## config.mk

```make
export PLATFORM = sky130hd
export DESIGN_NAME = go_get_put_sequencer_flat
export DESIGN_NICKNAME = d
export VERILOG_FILES = /design/src/rtl/go_get_put_if.sv /design/src/rtl/go_get_put_sequencer.sv /design/src/flat_wrapper.sv
export SDC_FILE = /design/constraint.sdc
export NUM_CORES = 1
export LEC_CHECK = 0
export BUFFER_PORTS_ARGS = -buffer_cell sky130_fd_sc_hd__buf_4
export CAP_MARGIN = 40
export CORE_MARGIN = 2
export CORE_UTILIZATION = 52
export CTS_CLUSTER_SIZE = 24
export DETAILED_ROUTE_END_ITERATION = 8
export PLACE_DENSITY = 0.75
export SLEW_MARGIN = 20
export SYNTH_ARGS = -nofsm -noshare
export SYNTH_HDL_FRONTEND = slang
export SYNTH_SLANG_ARGS = --single-unit
```

## constraint.sdc

```tcl
create_clock -name clk -period 2 [get_ports clk]
set_clock_uncertainty 0.1 [all_clocks]
set_input_delay 0.2 -clock clk [delete_from_list [all_inputs] [get_ports clk]]
set_output_delay 0.2 -clock clk [all_outputs]
set_load 0.05 [all_outputs]
```

## src/rtl/go_get_put_if.sv

```systemverilog
// go_get_put_if: handshake group between the transaction sequencer and the
// request source / shared get/put resource.
//
// Signals:
//   req        start request
//   put_rdy    downstream can accept a put beat this cycle
//   abort_req  request early termination
//   go         transaction start pulse
//   get        get phase active
//   put        put beat
//   stop       termination pulse
//   busy       sequencer not idle
//   done       completion pulse
//   err        watchdog-abort pulse
//
// Modports:
//   master  the sequencer side; drives go/get/put/stop/busy/done/err
//   slave   the environment side; drives req/put_rdy/abort_req
interface go_get_put_if;
  logic req;
  logic put_rdy;
  logic abort_req;
  logic go;
  logic get;
  logic put;
  logic stop;
  logic busy;
  logic done;
  logic err;

  modport master (
    input  req, put_rdy, abort_req,
    output go, get, put, stop, busy, done, err
  );

  modport slave (
    output req, put_rdy, abort_req,
    input  go, get, put, stop, busy, done, err
  );
endinterface

```

## src/rtl/go_get_put_sequencer.sv

```systemverilog
// go_get_put_sequencer: drives one go pulse, GET_CYCLES consecutive get
// cycles and then PUT_COUNT put beats per transaction. stop stays low from
// the first get until the last put beat, then pulses with done.
//
// Ports:
//   clk  clock, all state on posedge
//   rst  synchronous active-high reset
//   bus  go_get_put_if.master (req, put_rdy, abort_req in;
//        go, get, put, stop, busy, done, err out)
//
// Optional feature: define WATCHDOG_EN to abort a PUT phase that sees
// TIMEOUT consecutive cycles without put_rdy (stop and err pulse).
// Without it PUT waits indefinitely and err is tied low.
module go_get_put_sequencer #(
  parameter int GET_CYCLES = 2,
  parameter int PUT_COUNT  = 2,
  parameter int CNT_W      = 4,
  parameter int TIMEOUT    = 15
) (
  input logic            clk,
  input logic            rst,
  go_get_put_if.master   bus
);

  typedef enum logic [2:0] {
    IDLE  = 3'd0,
    GO    = 3'd1,
    GET   = 3'd2,
    PUT   = 3'd3,
    DONE  = 3'd4,
    ABORT = 3'd5
  } state_t;

  state_t           state;
  state_t           state_next;
  logic [CNT_W-1:0] get_cnt;
  logic [CNT_W-1:0] put_cnt;
  logic             abort_pend;
  logic             beat;
  logic             wd_expire;

  logic go_r, get_r, stop_r, busy_r, done_r, err_r;

  assign beat = (state == PUT) && bus.put_rdy;

`ifdef WATCHDOG_EN
  logic [CNT_W-1:0] wd_cnt;

  // The counter holds the number of idle PUT cycles seen so far, so the
  // TIMEOUT-th idle cycle is the one where it reads TIMEOUT-1.
  assign wd_expire = (state == PUT) && !bus.put_rdy &&
                     (wd_cnt == CNT_W'(TIMEOUT - 1));

  always_ff @(posedge clk) begin
    if (rst) begin
      wd_cnt <= '0;
    end else if (state != PUT || beat) begin
      wd_cnt <= '0;
    end else begin
      wd_cnt <= wd_cnt + 1'b1;
    end
  end
`else
  assign wd_expire = 1'b0;
`endif

  // State register
  always_ff @(posedge clk) begin
    if (rst) begin
      state <= IDLE;
    end else begin
      state <= state_next;
    end
  end

  // Next-state logic
  always_comb begin
    state_next = state;
    case (state)
      IDLE: begin
        // abort_req is ignored here, even together with req
        if (bus.req) state_next = GO;
      end
      GO: begin
        if (bus.abort_req) state_next = ABORT;
        else               state_next = GET;
      end
      GET: begin
        if (bus.abort_req)                             state_next = ABORT;
        else if (get_cnt == CNT_W'(GET_CYCLES - 1))    state_next = PUT;
      end
      PUT: begin
        // A beat and a watchdog expiry cannot coincide (expiry needs !put_rdy)
        if (beat && (put_cnt == CNT_W'(PUT_COUNT - 1))) state_next = DONE;
        else if (wd_expire)                             state_next = ABORT;
      end
      DONE:    state_next = IDLE;
      ABORT:   state_next = IDLE;
      default: state_next = IDLE;
    endcase
  end

  // Phase counters and the latched abort request
  always_ff @(posedge clk) begin
    if (rst) begin
      get_cnt    <= '0;
      put_cnt    <= '0;
      abort_pend <= 1'b0;
    end else begin
      case (state)
        GET: begin
          get_cnt <= get_cnt + 1'b1;
        end
        PUT: begin
          if (beat) put_cnt <= put_cnt + 1'b1;
          // Recorded only; a PUT phase always runs to completion
          abort_pend <= abort_pend || bus.abort_req;
        end
        default: begin
          get_cnt    <= '0;
          put_cnt    <= '0;
          abort_pend <= 1'b0;
        end
      endcase
    end
  end

  // Registered outputs decoded from the state being entered
  always_ff @(posedge clk) begin
    if (rst) begin
      go_r   <= 1'b0;
      get_r  <= 1'b0;
      stop_r <= 1'b0;
      busy_r <= 1'b0;
      done_r <= 1'b0;
      err_r  <= 1'b0;
    end else begin
      go_r   <= (state_next == GO);
      get_r  <= (state_next == GET);
      stop_r <= (state_next == DONE) || (state_next == ABORT);
      busy_r <= (state_next != IDLE);
      done_r <= (state_next == DONE);
      err_r  <= wd_expire;
    end
  end

  assign bus.go   = go_r;
  assign bus.get  = get_r;
  assign bus.put  = beat;
  assign bus.stop = stop_r;
  assign bus.busy = busy_r;
  assign bus.done = done_r;
`ifdef WATCHDOG_EN
  assign bus.err  = err_r;
`else
  assign bus.err  = 1'b0;
`endif

endmodule

```

## src/flat_wrapper.sv

```systemverilog
// flat-port wrapper written by rule: the top's interface ports become plain ports
module go_get_put_sequencer_flat 
#(
  parameter int GET_CYCLES = 2,
  parameter int PUT_COUNT  = 2,
  parameter int CNT_W      = 4,
  parameter int TIMEOUT    = 15
)
  (clk, rst, bus_req, bus_put_rdy, bus_abort_req, bus_go, bus_get, bus_put, bus_stop, bus_busy, bus_done, bus_err);
  go_get_put_if bus_i ();
  input logic clk;
  input logic rst;
  input wire logic [$bits(bus_i.req)-1:0] bus_req;
  input wire logic [$bits(bus_i.put_rdy)-1:0] bus_put_rdy;
  input wire logic [$bits(bus_i.abort_req)-1:0] bus_abort_req;
  output wire logic [$bits(bus_i.go)-1:0] bus_go;
  output wire logic [$bits(bus_i.get)-1:0] bus_get;
  output wire logic [$bits(bus_i.put)-1:0] bus_put;
  output wire logic [$bits(bus_i.stop)-1:0] bus_stop;
  output wire logic [$bits(bus_i.busy)-1:0] bus_busy;
  output wire logic [$bits(bus_i.done)-1:0] bus_done;
  output wire logic [$bits(bus_i.err)-1:0] bus_err;
  assign bus_i.req = bus_req;
  assign bus_i.put_rdy = bus_put_rdy;
  assign bus_i.abort_req = bus_abort_req;
  assign bus_go = bus_i.go;
  assign bus_get = bus_i.get;
  assign bus_put = bus_i.put;
  assign bus_stop = bus_i.stop;
  assign bus_busy = bus_i.busy;
  assign bus_done = bus_i.done;
  assign bus_err = bus_i.err;
  go_get_put_sequencer #(.GET_CYCLES(GET_CYCLES), .PUT_COUNT(PUT_COUNT), .CNT_W(CNT_W), .TIMEOUT(TIMEOUT)) u_core (.clk(clk), .rst(rst), .bus(bus_i));
endmodule
```

---- After elaboration in Yosys (flattened, before gate mapping) ----
Index checks and enable logic that the tools add are counted.
word-level totals
  register bits after elaboration ......... 16
cells by class
  add/sub/neg operators ................... 2
  equality and inequality tests ........... 10
  muxes and demuxes ....................... 9
  bitwise operators ....................... 1
  reduce and logical (&&, ||, !) cells .... 6
operators with widths
  operator               count
  $pmux W4 S2            2
  $mux W3                5
  $pmux W3 S4            1
  $eq A3 B2 Y1 const B   3
  $add A4 B1 Y4 const B  2
  $eq A4 B1 Y1 const B   2
  $eq A3 B1 Y1 const B   2
  $eq A3 B3 Y1 const B   2
  $mux W4                1
  $logic_not A3 Y1       1
  $reduce_bool A3 Y1     1
  $logic_and A1 B1 Y1    2
  $ne A2 B1 Y1 const B   1
  $reduce_and A2 Y1      1
  $logic_or A1 B1 Y1     1
  $not A1 Y1             1

---- Depth between registers and ports, before layout ----
Gate-level depths: netlist of run 1.
  word-level depth ........................ 7
  depth in mapped cells ................... 6
  depth with buffers taken out ............ 6

---- Worst setup path before layout of run 1 ----
Ideal clock, no wire load.
  path type ............................... reg2reg
  from .................................... register u_core.state[2]
  to ...................................... register u_core.busy_r, in the netlist u_core.bus.busy
  setup time .............................. 0.127 ns
  arrival time ............................ 1.377 ns
  required time ........................... 1.773 ns
  setup slack ............................. 0.396 ns
  cell stages (with the launch flop) ...... 5
  path buffers ............................ 0
  clock period less this slack ............ 1.604 ns
  path through ............................ dfxtp_1 -> and4b_1 -> nand3_1 -> a21oi_2 -> or3_1
between the ends
  word-level cells in the longest chain between the ends .. 6
  elaborated cells between the ends (all ways) .. 12
RTL lines
  element                 RTL line                     source
  start, declared         go_get_put_sequencer.sv:34   state_t state;
  start signal, assigned  go_get_put_sequencer.sv:72   state <= state_next;
  $eq A3 B2 Y1            go_get_put_sequencer.sv:44   assign beat = (state == PUT) && bus.put_rdy;
  $logic_and A1 B1 Y1     go_get_put_sequencer.sv:44
  named net bus_put       flat_wrapper.sv:18           output wire logic [$bits(bus_i.put)-1:0] bus_put;
  $logic_and A1 B1 Y1     go_get_put_sequencer.sv:94   if (beat && (put_cnt == CNT_W'(PUT_COUNT - 1))) state_next = DONE;
  $mux W3                 go_get_put_sequencer.sv:94
  $pmux W3 S4             go_get_put_sequencer.sv:79   case (state)
  $reduce_bool A3 Y1      go_get_put_sequencer.sv:141  busy_r <= (state_next != IDLE);
  end signal, assigned    go_get_put_sequencer.sv:141
  end, declared           go_get_put_sequencer.sv:42   logic go_r, get_r, stop_r, busy_r, done_r, err_r;
The timed path passes the listed nets, and every way through them passes these cells.
A chain may end at the register's enable or synchronous reset.

---- Worst setup path after layout of run 1 ----
  from .................................... register u_core.put_cnt[0]
  to ...................................... register u_core.busy_r, in the netlist u_core.bus.busy
between the ends
  word-level cells in the longest chain between the ends .. 5
RTL lines
  element                 RTL line                     source
  start, declared         go_get_put_sequencer.sv:37   logic [CNT_W-1:0] put_cnt;
  start signal, assigned  go_get_put_sequencer.sv:115  if (beat) put_cnt <= put_cnt + 1'b1;
  $eq A4 B1 Y1            go_get_put_sequencer.sv:94
  $logic_and A1 B1 Y1     go_get_put_sequencer.sv:94
  $mux W3                 go_get_put_sequencer.sv:94
  $pmux W3 S4             go_get_put_sequencer.sv:79
  $reduce_bool A3 Y1      go_get_put_sequencer.sv:141
No other way between the ends.

==> results.py, run 1 <==
metrics = {
    "status": {
        "status": "complete, no violations",
    },
    "timing": {
        "timing.hold.ws_ns": 0.1556,
        "setup_violations": 0,
        "period_needed_ns": 1.701,
        "setup_tns_ns": 0,
        "fin_ws_ns": 0.2992,
        "rsz0062_at_grt": "no",
        "period_share_pct": 85.04,
        "finalHoldViolCount": 0,
        "slew_viol_final": 0,
        "max_freq_ghz": 0.5880,
    },
    "finish": {
        "layout-drive-gt1-share_pct": 22.99,
        "syn_to_final_growth_pct": 17.62,
        "final_nets": 97,
        "antenna_cells": 0,
        "utilization_pct": 65.48,
    },
    "synthesis": {
        "synthTopCellsByArea": "dfxtp_1, ha_1, nor2_1",
        "ys_seq_area_share_pct": 44.21,
        "syn_avg_cell_area_um2": 9.790,
        "synth_area_leader_cell": "dfxtp_1",
        "async_flop_share_pct": 0,
        "syn_nets": 83,
        "yosys_warnings": 0,
        "synth.top_cell.area_share_pct": 44.21,
        "ys.flop_type": "dfxtp_1",
        "synth_edf_count": 0,
        "synthDistinctLibCells": 32,
        "syn-instance-count": 74,
        "synthTopCellsByCount": "dfxtp_1, nor2_1, xor2_1",
        "ys_seq_elements": 16,
        "netlist_area_um2": 724.4,
        "yosysMostFrequentCell": "dfxtp_1",
    },
    "floorplanning": {
        "die_h_um": 41.33,
        "die_area_um2": 1708,
        "die_w_um": 41.33,
        "core_um2": 1301,
        "start_util_pct": 55.67,
        "std_cell_rows": 13,
        "pin_count": 12,
    },
    "worst_setup_path": {
        "cp.depth": 5,
        "crit_end": "u_core.bus.busy",
        "cp_max_fo": 4,
        "ff2ff_path_depth": 5,
        "max_stage_delay_ns": 0.41,
        "worstSetupPathType": "reg -> reg",
        "critical_path.cell_chain": "ha_1 > nand4bb_1 > a21boi_1 > a2111oi_2 > or3_1",
        "crit_arrival_ns": 1.78,
        "r2r_slack_ns": 0.30,
        "required_ns": 2.08,
        "crit_path_start_kind": "register",
        "path_delay_family": "simple AND/OR/NAND/NOR gates",
        "r2r-start": "u_core.put_cnt[0]",
        "crit_start": "u_core.put_cnt[0]",
        "r2r_end": "u_core.bus.busy",
        "crit_slowest_cell": "dfxtp_1",
        "worstPathBufferInverterCount": 0,
        "end_kind": "register",
    },
    "cts": {
        "cts_tree": "done",
        "clock_sinks": 16,
        "clock_latency_ns": 0.28,
        "clk_pin_slew_ns": 0.09,
        "ctsHoldBuffers": 1,
        "cts_htree_levels": 1,
        "root_buffer": "clkbuf_4",
        "postCtsSetupBuffers": 0,
        "clk_path_buf_depth": 2,
        "numCtsBuffers": 3,
        "cts_resized": 0,
    },
    "placement": {
        "hpwlAfterDp_um": 928.5,
        "gp_congestion": 0.7522,
        "port_buffers": 10,
        "pre_cts_ws_ns": 0.3129,
    },
    "detailed_routing": {
        "drt-total-wl_um": 1251,
        "avgRoutedWirePerCell_um": 12.26,
        "firstDrtPassIters": 4,
        "vias_per_cell": 5.275,
        "drt-initial-drc-count": 7,
        "detail-route-antenna-nets": 0,
        "vias": 538,
        "drc": 0,
    },
    "grt": {
        "use_met3_pct": 7.447,
        "antenna_found_initial": 0,
        "grt_pass1_wl_um": 1835,
        "grt_max_degree": 16,
        "grt_util_all_layers_pct": 17.17,
        "gr-total-overflow": 0,
        "grtUsageMet1_pct": 18.69,
        "grt_pass1_vias": 447,
        "grt_util_met2_pct": 30.08,
        "busiest_layer": "met2",
    },
    "power_and_ir_drop": {
        "irDropWorstVdd_mv": 0.7598,
        "p_leak_nw": 0.3515,
        "power-per-cell-area_nw_per_um2": 818.8,
    },
    "flow_run": {
        "max_cap_viol_count": 0,
    },
    "worst_hold_path": {
        "hp-class": "in -> reg",
    },
}
power by group:
| group | total, mW | internal (mW) | switching (mW) | leakage, nW |
|---|---|---|---|---|
| combinational | 0.141 | 0.0515 | 0.0898 | 0.200 |
| sequential | 0.347 | 0.336 | 0.0109 | 0.130 |
| clock | 0.209 | 0.111 | 0.0986 | 0.0210 |
through the flow:
step	power, mW	instance area [um^2]	std cells
5_1_grt	0.7255	852.1	102
3_5_place_dp	0.4937	805.8	97
3_3_place_gp	0.4912	805.8	97
4_1_cts	0.7043	852.1	102
6_report	0.6977	852.1	102
2_1_floorplan	0.4573	724.4	74
layout make-up:
type / count / area [um^2]
Sequential cell: 16 / 320.3
Clock buffer: 4 / 36.28
Multi-Input combinational cell: 53 / 376.6
Timing Repair Buffer: 12 / 92.59
Fill cell: 124 / 449.2
Inverter: 2 / 7.507
Tap cell: 15 / 18.77
cell usage in the layout, fill, tap and decap left out, drive strengths merged, types with 2 or more instances in the layout:
cell type and count:
a211oi 2, a21oi 4, and2 2, buf 11, clkbuf 4, dfxtp 16
ha 4, inv 2, nand2 2, nor2 12, nor2b 3, o31a 2
xnor2 2, xor2 5
flip-flops by register name (all words and copies together), names as in the netlist:
signal           cells
u_core.state         3
u_core.bus.get       1
u_core.bus.stop      1
u_core.bus.done      1
u_core.put_cnt       4
u_core.bus.busy      1
u_core.bus.go        1
u_core.get_cnt       4
logic make-up after synthesis:
logic type	count (synthesis)	synth area share [%]
compound gates	13	14.34
other cells	1	0.5176
xor+xnor	7	8.463
flops	16	44.21
buf+inv	5	3.799
simple gates	28	21.76
fa+ha+maj	4	6.909
layer usage:
metal	wire length (um)	vias to the layer above
met1	553	248
met2	604	11
met4	11	0
met3	80	2
li1	-	277
met5	0	-
worst min path at each step:
stage / start / end / slack, ns / cells after the start
after global placement: rst / u_core.state[2] / 0.31 / 2
after floorplan: rst / u_core.state[2] / 0.17 / 1
after global routing: bus_abort_req / u_core.state[1] / 0.17 / 3
after detailed placement: rst / u_core.state[2] / 0.30 / 2
final: bus_abort_req / u_core.state[1] / 0.16 / 3
after CTS: bus_abort_req / u_core.state[1] / 0.15 / 3
worst reg2reg max path, stage by stage, from the launching register on:
cell and delay [ns]:
dfxtp_1 0.41, ha_1 0.20, nand4bb_1 0.10, a21boi_1 0.28, a2111oi_2 0.14, or3_1 0.37
(Power assumes the default switching activity.)
==> inputs of run 2 (changes only) <==
--- a/config.mk
+++ b/config.mk
@@ -12,6 +12,7 @@
 export CTS_CLUSTER_SIZE = 24
 export DETAILED_ROUTE_END_ITERATION = 8
 export PLACE_DENSITY = 0.75
+export RECOVER_POWER = 100
 export SLEW_MARGIN = 20
 export SYNTH_ARGS = -nofsm -noshare
 export SYNTH_HDL_FRONTEND = slang
==> run 2 against run 1 <==
Total power down 1.4%. Cell area decreased by 4.0%. Cell count is the same. Wire length up 0.80%. Maximum frequency fell by 0.30%. Non-clock buffer count unchanged. Flip-flop and latch count is the same. Largest cell class unchanged.
==> results.py, run 2 (synthesis gave the netlist of run 1 again) <==
metrics = {
    "timing": {
        "max_freq_ghz": 0.5862,
        "period_share_pct": 85.30,
        "setup_violations": 0,
        "rsz0062_at_grt": "no",
        "finalHoldViolCount": 0,
        "period_needed_ns": 1.706,
        "tightest_slew_ns": 0.5961,
        "slew_headroom_pct": 60.43,
        "timing.hold.ws_ns": 0.1534,
        "slew_viol_final": 0,
        "setup_tns_ns": 0,
    },
    "worst_setup_path": {
        "crit_arrival_ns": 1.79,
        "max_stage_delay_ns": 0.41,
        "worstPathBufferInverterCount": 0,
        "required_ns": 2.08,
        "cp_max_fo": 4,
        "worstSetupPathType": "reg -> reg",
        "crit_slowest_cell": "dfxtp_1",
        "crit_path_start_kind": "register",
        "end_kind": "register",
        "crit_start": "u_core.put_cnt[0]",
        "critical_path.cell_chain": "ha_1 > nand4bb_1 > a21boi_1 > a2111oi_2 > or3_1",
        "path_delay_family": "simple AND/OR/NAND/NOR gates",
        "r2r-start": "u_core.put_cnt[0]",
    },
    "detailed_routing": {
        "avgRoutedWirePerCell_um": 12.36,
        "vias": 534,
        "vias_per_cell": 5.235,
        "route.met3.wl_um": 69,
        "firstDrtPassIters": 5,
        "dr.max_layer_used": "met4",
        "drt-initial-drc-count": 22,
        "wl_met1_um": 565,
        "detail-route-antenna-nets": 0,
        "drt-total-wl_um": 1261,
        "drc": 0,
        "wl_met2_um": 615,
    },
    "finish": {
        "layout_common_cells": "dfxtp_1, nor2_1, clkbuf_1, xor2_1",
        "layout-drive-gt1-share_pct": 13.79,
        "antenna_cells": 0,
        "fillers": 128,
        "ff_latch_area_um2": 320.3,
        "multi_input_area_um2": 367.9,
        "final_nets": 97,
        "utilization_pct": 62.88,
        "final_common_cell": "dfxtp_1",
        "syn_to_final_growth_pct": 12.95,
        "reg_top3": "u_core.get_cnt x4, u_core.put_cnt x4, u_core.state x3",
    },
    "floorplanning": {
        "die_h_um": 41.33,
        "die_w_um": 41.33,
        "pin_count": 12,
        "core_um2": 1301,
        "die_area_um2": 1708,
        "std_cell_rows": 13,
        "start_util_pct": 55.67,
    },
    "grt": {
        "grt_util_all_layers_pct": 17.17,
        "grt_pass1_vias": 447,
        "antenna_found_initial": 0,
        "grt_pass1_wl_um": 1835,
        "grt_max_degree": 16,
        "gr-total-overflow": 0,
    },
    "cts": {
        "ctsHoldBuffers": 1,
        "postCtsSetupBuffers": 0,
        "numCtsBuffers": 3,
        "cts_htree_levels": 1,
        "root_buffer": "clkbuf_4",
        "clock_latency_ns": 0.28,
        "cts_tree": "done",
        "cts_resized": 0,
        "clk_pin_slew_ns": 0.10,
        "clock_sinks": 16,
        "clk_path_buf_depth": 2,
    },
    "status": {
        "status": "complete, no violations",
    },
    "worst_hold_path": {
        "hp-class": "in -> reg",
        "min-delay-start": "bus_abort_req",
    },
    "power_and_ir_drop": {
        "p_leak_nw": 0.3208,
        "power-per-cell-area_nw_per_um2": 840.6,
        "irDropWorstVdd_mv": 0.7634,
    },
    "placement": {
        "port_buffers": 10,
        "hpwlAfterDp_um": 928.5,
        "gp_congestion": 0.7522,
    },
    "flow_run": {
        "max_cap_viol_count": 0,
    },
}
-- run 2: report_power, final --
part           internal [mW]  switching (mW)  leakage [nW]  total, mW
logic                 0.0403          0.0895         0.170      0.130
registers              0.336          0.0106         0.130      0.347
clock network          0.111           0.101        0.0210      0.211
-- run 2: worst paths after layout --
kind,end,slack (ns),cells past startpoint
max,u_core.bus.busy,0.29,5
min,u_core.state[1],0.15,3
max reg2reg,u_core.bus.busy,0.29,5
min reg2reg,u_core.get_cnt[3],0.44,2
-- run 2: worst register-to-register path, stage by stage (launching register included) --
cell,delay (ns)
dfxtp_1,0.41
ha_1,0.20
nand4bb_1,0.10
a21boi_1,0.28
a2111oi_2,0.14
or3_1,0.37
-- run 2: final cells by class --
class	instances	area share, %
Clock buffer	4	4.434
Tap cell	15	2.294
Timing Repair Buffer	12	8.257
Sequential cell	16	39.14
Inverter	2	0.9174
Multi-Input combinational cell	53	44.95
-- run 2: per-stage QoR --
stage               area, um^2  setup slack, ns  cells  total power [mW]
floorplan                724.4           0.3957     74            0.4573
global placement         805.8           0.3886     97            0.4912
detailed placement       805.8           0.3129     97            0.4937
CTS                      852.1           0.3061    102            0.7043
global route             818.3           0.1904    102            0.7133
finish                   818.3           0.2941    102            0.6879
-- run 2: metal layers --
metal / global-route usage [%] / up-vias
li1: - / 277
met1: 18.69 / 247
met2: 30.08 / 8
met3: 7.447 / 2
met4: 4.839 / 0
met5: 0 / -
